File: config.mk
export PLATFORM = sky130hd
export DESIGN_NAME = vga_timing_gen_flat
export DESIGN_NICKNAME = d
export VERILOG_FILES = /design/src/rtl/vga_timing_pkg.sv /design/src/rtl/vga_timing_gen_if.sv /design/src/rtl/vga_timing_gen_wrap_counter.sv /design/src/rtl/vga_timing_gen.sv /design/src/flat_wrapper.sv
export SDC_FILE = /design/constraint.sdc
export NUM_CORES = 1
export LEC_CHECK = 0
export ABC_AREA = 1
export CAP_MARGIN = 20
export CORE_UTILIZATION = 40
export DETAILED_ROUTE_END_ITERATION = 8
export SYNTH_ARGS = -nofsm -noshare
export SYNTH_HDL_FRONTEND = slang
export SYNTH_SLANG_ARGS = --single-unit
File: constraint.sdc
create_clock -name clk -period 2.1 [get_ports clk]
set_input_delay 0.42 -clock clk [delete_from_list [all_inputs] [get_ports clk]]
set_output_delay 0.42 -clock clk [all_outputs]
set_load 0.1 [all_outputs]
File: src/rtl/vga_timing_pkg.sv
// Shared constants for the raster timing path (generator and pixel colour stage).
// Holds the default 640x480 mode, the derived line/frame totals and the sync
// window bounds, plus a small window-decode helper.
// No ports.
package vga_timing_pkg;

  localparam int POS_W = 10;

  localparam int H_DISPLAY = 640;
  localparam int H_FRONT   = 16;
  localparam int H_SYNC    = 96;
  localparam int H_BACK    = 48;

  localparam int V_DISPLAY = 480;
  localparam int V_FRONT   = 10;
  localparam int V_SYNC    = 2;
  localparam int V_BACK    = 33;

  localparam int H_TOTAL = H_DISPLAY + H_FRONT + H_SYNC + H_BACK;
  localparam int V_TOTAL = V_DISPLAY + V_FRONT + V_SYNC + V_BACK;

  localparam int H_SYNC_START = H_DISPLAY + H_FRONT;
  localparam int H_SYNC_END   = H_SYNC_START + H_SYNC;
  localparam int V_SYNC_START = V_DISPLAY + V_FRONT;
  localparam int V_SYNC_END   = V_SYNC_START + V_SYNC;

  // True when lo <= pos < hi.
  function automatic logic in_window(input int pos, input int lo, input int hi);
    return (pos >= lo) && (pos < hi);
  endfunction

endpackage

File: src/rtl/vga_timing_gen_if.sv
// Raster timing bundle between the timing generator and its consumers.
//   ce          pixel enable into the generator
//   hpos, vpos  current pixel column / line
//   hsync/vsync active-low syncs
//   visible     inside the active picture
//   line_start, frame_start  one-clock wrap strobes
//   frame_count frames completed (only with VGA_TIMING_FRAME_COUNTER_EN)
// Modports: master = generator, slave = downstream pixel stage.
interface vga_timing_gen_if;
  import vga_timing_pkg::*;

  logic             ce;
  logic [POS_W-1:0] hpos;
  logic [POS_W-1:0] vpos;
  logic             hsync;
  logic             vsync;
  logic             visible;
  logic             line_start;
  logic             frame_start;
`ifdef VGA_TIMING_FRAME_COUNTER_EN
  logic [POS_W-1:0] frame_count;
`endif

  modport master (
    input  ce,
    output hpos, vpos, hsync, vsync, visible, line_start, frame_start
`ifdef VGA_TIMING_FRAME_COUNTER_EN
    , output frame_count
`endif
  );

  modport slave (
    input ce, hpos, vpos, hsync, vsync, visible, line_start, frame_start
`ifdef VGA_TIMING_FRAME_COUNTER_EN
    , input frame_count
`endif
  );

endinterface

File: src/rtl/vga_timing_gen_wrap_counter.sv
// Modulo counter used for both raster axes.
//   clk, rst  clock and synchronous active-high reset
//   i_en      advance enable
//   o_count   registered count, 0..MODULUS-1
//   o_next    value the count takes on the next edge (used for co-registered decode)
//   o_wrap    high when this edge wraps MODULUS-1 -> 0
module wrap_counter #(
  parameter int WIDTH   = 10,
  parameter int MODULUS = 800
) (
  input  logic             clk,
  input  logic             rst,
  input  logic             i_en,
  output logic [WIDTH-1:0] o_count,
  output logic [WIDTH-1:0] o_next,
  output logic             o_wrap
);

  logic [WIDTH-1:0] r_count;
  logic             w_last;

  assign w_last  = (r_count == WIDTH'(MODULUS - 1));
  assign o_wrap  = i_en & w_last;
  assign o_count = r_count;

  always_comb begin
    // NOTE: default assignment first, so every path drives o_next and no latch is inferred.
    o_next = r_count;
    if (i_en) o_next = w_last ? '0 : r_count + 1'b1;
  end

  // NOTE: sequential state uses non-blocking assignments so all registers update together.
  always_ff @(posedge clk) begin
    if (rst) r_count <= '0;
    else     r_count <= o_next;
  end

endmodule

File: src/rtl/vga_timing_gen.sv
// Raster timing generator: pixel/line counters plus co-registered sync,
// blanking and wrap strobes for a parameterised VGA mode.
//   clk   pixel clock
//   rst   synchronous active-high reset (overrides ce)
//   bus   vga_timing_gen_if.master: ce in; hpos, vpos, hsync, vsync, visible,
//         line_start, frame_start (and frame_count) out
// Optional feature: define VGA_TIMING_FRAME_COUNTER_EN to add a 10-bit
// wrapping count of completed frames.
module vga_timing_gen #(
  parameter int H_DISPLAY = vga_timing_pkg::H_DISPLAY,
  parameter int H_FRONT   = vga_timing_pkg::H_FRONT,
  parameter int H_SYNC    = vga_timing_pkg::H_SYNC,
  parameter int H_BACK    = vga_timing_pkg::H_BACK,
  parameter int V_DISPLAY = vga_timing_pkg::V_DISPLAY,
  parameter int V_FRONT   = vga_timing_pkg::V_FRONT,
  parameter int V_SYNC    = vga_timing_pkg::V_SYNC,
  parameter int V_BACK    = vga_timing_pkg::V_BACK
) (
  input logic              clk,
  input logic              rst,
  vga_timing_gen_if.master bus
);
  import vga_timing_pkg::*;

  localparam int H_TOTAL      = H_DISPLAY + H_FRONT + H_SYNC + H_BACK;
  localparam int V_TOTAL      = V_DISPLAY + V_FRONT + V_SYNC + V_BACK;
  localparam int H_SYNC_START = H_DISPLAY + H_FRONT;
  localparam int H_SYNC_END   = H_SYNC_START + H_SYNC;
  localparam int V_SYNC_START = V_DISPLAY + V_FRONT;
  localparam int V_SYNC_END   = V_SYNC_START + V_SYNC;

  logic [POS_W-1:0] w_h_count, w_h_next;
  logic [POS_W-1:0] w_v_count, w_v_next;
  logic             w_h_wrap, w_v_wrap;

  logic r_hsync, r_vsync, r_visible, r_line_start, r_frame_start;

  wrap_counter #(.WIDTH(POS_W), .MODULUS(H_TOTAL)) u_h_cnt (
    .clk     (clk),
    .rst     (rst),
    .i_en    (bus.ce),
    .o_count (w_h_count),
    .o_next  (w_h_next),
    .o_wrap  (w_h_wrap)
  );

  // The line counter steps only when the pixel counter wraps, so its wrap
  // output is exactly the frame wrap.
  wrap_counter #(.WIDTH(POS_W), .MODULUS(V_TOTAL)) u_v_cnt (
    .clk     (clk),
    .rst     (rst),
    .i_en    (w_h_wrap),
    .o_count (w_v_count),
    .o_next  (w_v_next),
    .o_wrap  (w_v_wrap)
  );

  // Decode from the next counter values so the registered flags line up with
  // the hpos/vpos presented in the same cycle.
  always_ff @(posedge clk) begin
    if (rst) begin
      r_hsync       <= 1'b1;
      r_vsync       <= 1'b1;
      r_visible     <= 1'b1;
      r_line_start  <= 1'b0;
      r_frame_start <= 1'b0;
    end else begin
      // Wrap flags already include ce, so strobes drop on any non-wrapping edge.
      r_line_start  <= w_h_wrap;
      r_frame_start <= w_v_wrap;
      if (bus.ce) begin
        r_hsync   <= !in_window(int'(w_h_next), H_SYNC_START, H_SYNC_END);
        r_vsync   <= !in_window(int'(w_v_next), V_SYNC_START, V_SYNC_END);
        r_visible <= in_window(int'(w_h_next), 0, H_DISPLAY) &&
                     in_window(int'(w_v_next), 0, V_DISPLAY);
      end
    end
  end

  assign bus.hpos        = w_h_count;
  assign bus.vpos        = w_v_count;
  assign bus.hsync       = r_hsync;
  assign bus.vsync       = r_vsync;
  assign bus.visible     = r_visible;
  assign bus.line_start  = r_line_start;
  assign bus.frame_start = r_frame_start;

`ifdef VGA_TIMING_FRAME_COUNTER_EN
  logic [POS_W-1:0] r_frame_count;

  always_ff @(posedge clk) begin
    if (rst)           r_frame_count <= '0;
    else if (w_v_wrap) r_frame_count <= r_frame_count + 1'b1;
  end

  assign bus.frame_count = r_frame_count;
`endif

endmodule
File: src/flat_wrapper.sv
// flat-port wrapper written by rule: the top's interface ports become plain ports
module vga_timing_gen_flat import vga_timing_pkg::*;
#(
  parameter int H_DISPLAY = vga_timing_pkg::H_DISPLAY,
  parameter int H_FRONT   = vga_timing_pkg::H_FRONT,
  parameter int H_SYNC    = vga_timing_pkg::H_SYNC,
  parameter int H_BACK    = vga_timing_pkg::H_BACK,
  parameter int V_DISPLAY = vga_timing_pkg::V_DISPLAY,
  parameter int V_FRONT   = vga_timing_pkg::V_FRONT,
  parameter int V_SYNC    = vga_timing_pkg::V_SYNC,
  parameter int V_BACK    = vga_timing_pkg::V_BACK
)
  (clk, rst, bus_ce, bus_hpos, bus_vpos, bus_hsync, bus_vsync, bus_visible, bus_line_start, bus_frame_start);
  vga_timing_gen_if bus_i ();
  input logic clk;
  input logic rst;
  input wire logic [$bits(bus_i.ce)-1:0] bus_ce;
  output wire logic [$bits(bus_i.hpos)-1:0] bus_hpos;
  output wire logic [$bits(bus_i.vpos)-1:0] bus_vpos;
  output wire logic [$bits(bus_i.hsync)-1:0] bus_hsync;
  output wire logic [$bits(bus_i.vsync)-1:0] bus_vsync;
  output wire logic [$bits(bus_i.visible)-1:0] bus_visible;
  output wire logic [$bits(bus_i.line_start)-1:0] bus_line_start;
  output wire logic [$bits(bus_i.frame_start)-1:0] bus_frame_start;
  assign bus_i.ce = bus_ce;
  assign bus_hpos = bus_i.hpos;
  assign bus_vpos = bus_i.vpos;
  assign bus_hsync = bus_i.hsync;
  assign bus_vsync = bus_i.vsync;
  assign bus_visible = bus_i.visible;
  assign bus_line_start = bus_i.line_start;
  assign bus_frame_start = bus_i.frame_start;
  vga_timing_gen #(.H_DISPLAY(H_DISPLAY), .H_FRONT(H_FRONT), .H_SYNC(H_SYNC), .H_BACK(H_BACK), .V_DISPLAY(V_DISPLAY), .V_FRONT(V_FRONT), .V_SYNC(V_SYNC), .V_BACK(V_BACK)) u_core (.clk(clk), .rst(rst), .bus(bus_i));
endmodule
Word-level counts from Yosys, hierarchy flattened
Cells that the tools add are included.

Bits in registers: 25. Bits of input ports: 3.

$add $sub $neg: 2. $lt $le $gt $ge: 6. Equality and inequality tests: 2. Multiplexer cells: 4. Bitwise operators: 2. Reductions and logical operators: 5.

Operators with widths (count): $mux W10 (4); $add A10 B1 Y10 const B (2); $eq A10 B10 Y1 const B (2); $lt A10 B10 Y1 const B (2); $lt A10 B9 Y1 const B (2); $ge A10 B10 Y1 const B (1); $ge A10 B9 Y1 const B (1); $logic_and A1 B1 Y1 (3); $and A1 B1 Y1 (2); $logic_not A1 Y1 (2).

Longest topological paths before layout
Depth after elaboration: 6. Gate-level depth with buffers: 14.

By module
From an unflattened synthesis, not the netlist that was laid out.

Cells, all modules: 218. Area total of the unflattened synthesis: 1451.4 µm².

Modules (own cells, without submodules): wrap_counter (u_core.u_v_cnt) (instances 1, cells an instance 92, area an instance 611.8 µm², sequential area each 200.2 µm²); wrap_counter (u_core.u_h_cnt) (instances 1, cells an instance 86, area an instance 594.3 µm², sequential area each 200.2 µm²); vga_timing_gen (instances 1, cells an instance 40, area an instance 245.2 µm², sequential area each 100.1 µm²).

Worst setup path after synthesis
OpenSTA, ideal clock, no wires.

Kind: register to register. From: register u_core.u_h_cnt.r_count[0], in the netlist u_core.u_h_cnt.o_count[0]. To: register u_core.r_vsync, in the netlist u_core.bus.vsync. Library setup time: 0.117 ns. Data arrival time: 2.370 ns. Path slack: -0.387 ns. Cell stages (with the launch flop): 13. Buffers on the path: 0. Cell sequence: dfxtp_1 ha_1 nand2_1 nor2_1 nand3_2 nor2_4 nand3_1 nand2_1 nand2_1 nor2_1 nand2_1 nand2_1 nand2_1.

Word-level cells in the longest chain between the ends: 6.

Ends and longest elaborated chain: start, declared (line vga_timing_gen_wrap_counter.sv:19) `logic [WIDTH-1:0] r_count;`; start signal, assigned (line vga_timing_gen_wrap_counter.sv:35) `else r_count <= o_next;`; $eq A10 B10 Y1 * (line vga_timing_gen_wrap_counter.sv:22) `assign w_last = (r_count == WIDTH'(MODULUS - 1));`; $and A1 B1 Y1 * (line vga_timing_gen_wrap_counter.sv:23) `assign o_wrap = i_en & w_last;`; $mux W10 * (line vga_timing_gen_wrap_counter.sv:29) `if (i_en) o_next = w_last ? '0 : r_count + 1'b1;`; $ge A10 B9 Y1 / $lt A10 B9 Y1 (equally long branches) (line vga_timing_pkg.sv:29) `return (pos >= lo) && (pos < hi);`; $logic_and A1 B1 Y1 * (line vga_timing_pkg.sv:29); $logic_not A1 Y1 * (line vga_timing_gen.sv:73) `r_vsync <= !in_window(int'(w_v_next), V_SYNC_START, V_SYNC_END);`; end signal, assigned (line vga_timing_gen.sv:73); end, declared (line vga_timing_gen.sv:36) `logic r_hsync, r_vsync, r_visible, r_line_start, r_frame_start;`.

Mark *: on every way between the ends. The rest lies on a longest branch, timed or not. A chain may end at the register's enable or synchronous reset.

Worst setup path after layout
From: input port bus_ce. To: register u_core.r_vsync, in the netlist u_core.bus.vsync.

Word-level cells in the longest chain between the ends: 5.

Ends and longest elaborated chain: start, declared (line flat_wrapper.sv:17) `input wire logic [$bits(bus_i.ce)-1:0] bus_ce;`; $and A1 B1 Y1 (line vga_timing_gen_wrap_counter.sv:23); $mux W10 (line vga_timing_gen_wrap_counter.sv:29); $ge A10 B9 Y1 / $lt A10 B9 Y1 (equally long branches) (line vga_timing_pkg.sv:29); $logic_and A1 B1 Y1 (line vga_timing_pkg.sv:29); $logic_not A1 Y1 (line vga_timing_gen.sv:73).

Parallel ways exist; a longest one is shown, timed or not.

==> impl_metrics.tcl <==
set metrics [dict create \
    syn_area_per_cell_sq_um 6.37 \
    synthesis.instances 234 \
    static-leakage-power_nw 0.849 \
    timing.reg2reg.setup_slack_ps 290 \
    cts_setup_buffers 0 \
    wire_per_inst_um 11.2 \
    outcome "finished, final reports clean" \
    report.final.setup_viol 0 \
    vdd_drop_max_uv 407 \
    preCtsSetupSlack_ps -3.08 \
    fin_nets 276 \
    totalWireLength_um 3530 \
    cts_tree "built" \
    route.detailed.vias_per_inst 4.67 \
    clock_skew_ps 9.84 \
    power_density_nw_per_um2 479 \
    tritoncts.num_buffers 3 \
    final_cell_mix "sky130_fd_sc_hd__nand2_1 (69), sky130_fd_sc_hd__nor2_1 (41), sky130_fd_sc_hd__buf_4 (32)" \
    detail-route-antenna-nets 0 \
    syn_nets 240 \
    fin_ws_ps 279 \
    half_perimeter_wire_length_of_the_detailed_placement_result_um 2730 \
    post_synth_num_cell_types 22 \
    max_freq_mhz 549 \
    die_width_um 63.0 \
    grt_pass1_vias 1379 \
    cp_max_fo 10 \
    ctsLongestPathBuffers 2 \
    area_growth_syn_to_layout_pct 23.3 \
    initial_utilization_pct 43.3 \
    worst_skew_pair_latency_ps 270 \
    unrepaired_setup_endpoints_after_global_routing "false" \
    synth_warnings 0 \
    hold_path_class "reg -> reg" \
    global_route_wire_length_before_repair_um 6130 \
    synth.cell_area_sq_um 1490 \
    die_height_um 63.0 \
    cts-resized-gates 0 \
    worstSetupEndpointType "flop" \
    fin_crit_sh_pct 86.7 \
    drt_iter0_markers 74 \
    placement.io_buffers 27 \
    critical_path_arrival_ps 2000 \
    die_area_sq_um 3970 \
    detailroute.via_count 1472 \
    grt.total_usage_pct 19.4 \
    drcViolationCount 0 \
    finalWeightedCongestion 0.855 \
    timing_worst_slew_pin_value_ps 464 \
    cap_violations 0 \
    power.total_mw 0.879 \
    drt_pass1_iterations 4 \
    slew_headroom_pct 69.0 \
    io_pins 28 \
    flip_flop_and_latch_count_after_synthesis 25 \
    worst_ep_required_time_ps 2280 \
    place.detailed.instances 311 \
    grt_max_degree 16 \
    cts_hold_buf 0 \
    timing.setup.tns_ps 0 \
    worstSetupPathType "in -> reg" \
    post_layout_nonfiller_instances 315 \
    timing.final.max_slew_violations 0 \
    antenna-diode-count 0 \
    seq_area_frac_synth_pct 33.6 \
    cts_max_level 1 \
    std_cell_rows 21 \
    clkTransAtPathRegs_ps 100 \
    overflow 0 \
    clock-sinks 25 \
    cts_root_buf "sky130_fd_sc_hd__clkbuf_8" \
    minimum_clock_period_after_layout_ps 1820 \
    hold_viol 0 \
    filler_cell_count 374 \
    crit_path_start_kind "input port" \
    antenna_violations_before_repair 0 \
    core_region_area_sq_um 3440 \
    drive_above_1_share_pct 22.7 \
    commonest_non_fill_non_tap_cell_in_the_layout "sky130_fd_sc_hd__nand2_1" \
]
## cell type report
cell class	count	area, sq um	share of cell area, %
multi-input cells	174	838	45.6
repair buffers	34	260	14.2
clock inverters	1	7.51	0.409
flip-flops and latches	25	512	27.9
inverters	32	120	6.54
well taps	46	57.6	3.13
clock buffers	3	41.3	2.25
## layer usage
layer	up-vias	global-route usage, %	wire, um	share of wire (%)
li1	804	-	-	-
met1	635	26.6	1850	52
met2	31	29.4	1530	43
met3	2	4.74	129	3.7
met4	0	6.10	23	0.65
met5	-	0	0	0
## kinds of logic after synthesis
kind of cell             count (synthesis)  synth area share, %
AND/OR/NAND/NOR                        152                 45.9
XOR/XNOR                                 4                 2.35
buffers and inverters                   35                 10.2
AO/OA/AOI/OAI                           15                 5.46
flip-flops                              25                 33.6
adder cells (fa/ha/maj)                  3                 2.52
## metrics by stage
stage	instance area, sq um	utilization, %	hold WS (ps)
6_report	1840	53.4	488
5_1_grt	1840	53.4	508
3_3_place_gp	1790	51.9	460
3_5_place_dp	1790	51.9	464
2_1_floorplan	1500	-	499
4_1_cts	1840	53.4	493
## Yosys cell counts
| master | number | area [sq um] |
|---|---|---|
| sky130_fd_sc_hd__nand2_1 | 69 | 259 |
| sky130_fd_sc_hd__nor2_1 | 41 | 154 |
| sky130_fd_sc_hd__inv_1 | 29 | 109 |
| sky130_fd_sc_hd__dfxtp_1 | 25 | 500 |
| sky130_fd_sc_hd__nand3_1 | 16 | 80.1 |
| sky130_fd_sc_hd__nand4_1 | 9 | 56.3 |
| sky130_fd_sc_hd__a21oi_1 | 7 | 35.0 |
| sky130_fd_sc_hd__o21ai_0 | 6 | 30.0 |
| sky130_fd_sc_hd__nor2_4 | 5 | 56.3 |
| sky130_fd_sc_hd__nor2_2 | 4 | 25.0 |
| sky130_fd_sc_hd__nor3_1 | 4 | 20.0 |
| sky130_fd_sc_hd__xor2_1 | 4 | 35.0 |
| sky130_fd_sc_hd__ha_1 | 3 | 37.5 |
| sky130_fd_sc_hd__inv_2 | 3 | 11.3 |
| sky130_fd_sc_hd__clkbuf_8 | 2 | 27.5 |
| sky130_fd_sc_hd__a211oi_1 | 1 | 7.51 |
| sky130_fd_sc_hd__clkbuf_1 | 1 | 3.75 |
| sky130_fd_sc_hd__nand2_4 | 1 | 11.3 |
| sky130_fd_sc_hd__nand3_2 | 1 | 10.0 |
| sky130_fd_sc_hd__nor4_1 | 1 | 6.26 |
| sky130_fd_sc_hd__o21ai_2 | 1 | 8.76 |
| sky130_fd_sc_hd__or2_2 | 1 | 6.26 |
## report_power, final
part | switching (mW) | total (mW) | internal [mW]
sequential | 0.00513 | 0.486 | 0.481
combinational | 0.0720 | 0.0974 | 0.0253
clock | 0.162 | 0.296 | 0.135
total | 0.239 | 0.879 | 0.641
## worst max-delay path: stages
cell	delay [ps]
sky130_fd_sc_hd__clkdlybuf4s50_1	540
sky130_fd_sc_hd__inv_2	70
sky130_fd_sc_hd__nor2_4	100
sky130_fd_sc_hd__inv_2	50
sky130_fd_sc_hd__nor2_4	120
sky130_fd_sc_hd__nand2_4	110
sky130_fd_sc_hd__nor2_2	90
sky130_fd_sc_hd__nand2_1	60
sky130_fd_sc_hd__nand2_1	90
sky130_fd_sc_hd__nand3_1	80
sky130_fd_sc_hd__nor2_1	100
sky130_fd_sc_hd__nand2_1	60
sky130_fd_sc_hd__nand2_1	50
sky130_fd_sc_hd__nand2_1	50
## worst paths after layout
kind	to	cells past startpoint	start
max	u_core.bus.vsync	14	bus_ce
min	u_core.bus.visible	2	u_core.bus.visible
min reg2reg	u_core.bus.visible	2	u_core.bus.visible
max reg2reg	u_core.bus.vsync	14	u_core.u_h_cnt.o_count[0]
## sequential cells by signal, indices dropped and copies added (netlist names)
name / flops
u_core.bus.vsync: 1
u_core.bus.frame_start: 1
u_core.bus.line_start: 1
u_core.u_h_cnt.o_count: 10
u_core.bus.visible: 1
u_core.u_v_cnt.o_count: 10
u_core.bus.hsync: 1
No activity file was read; power rests on OpenSTA's default activity.
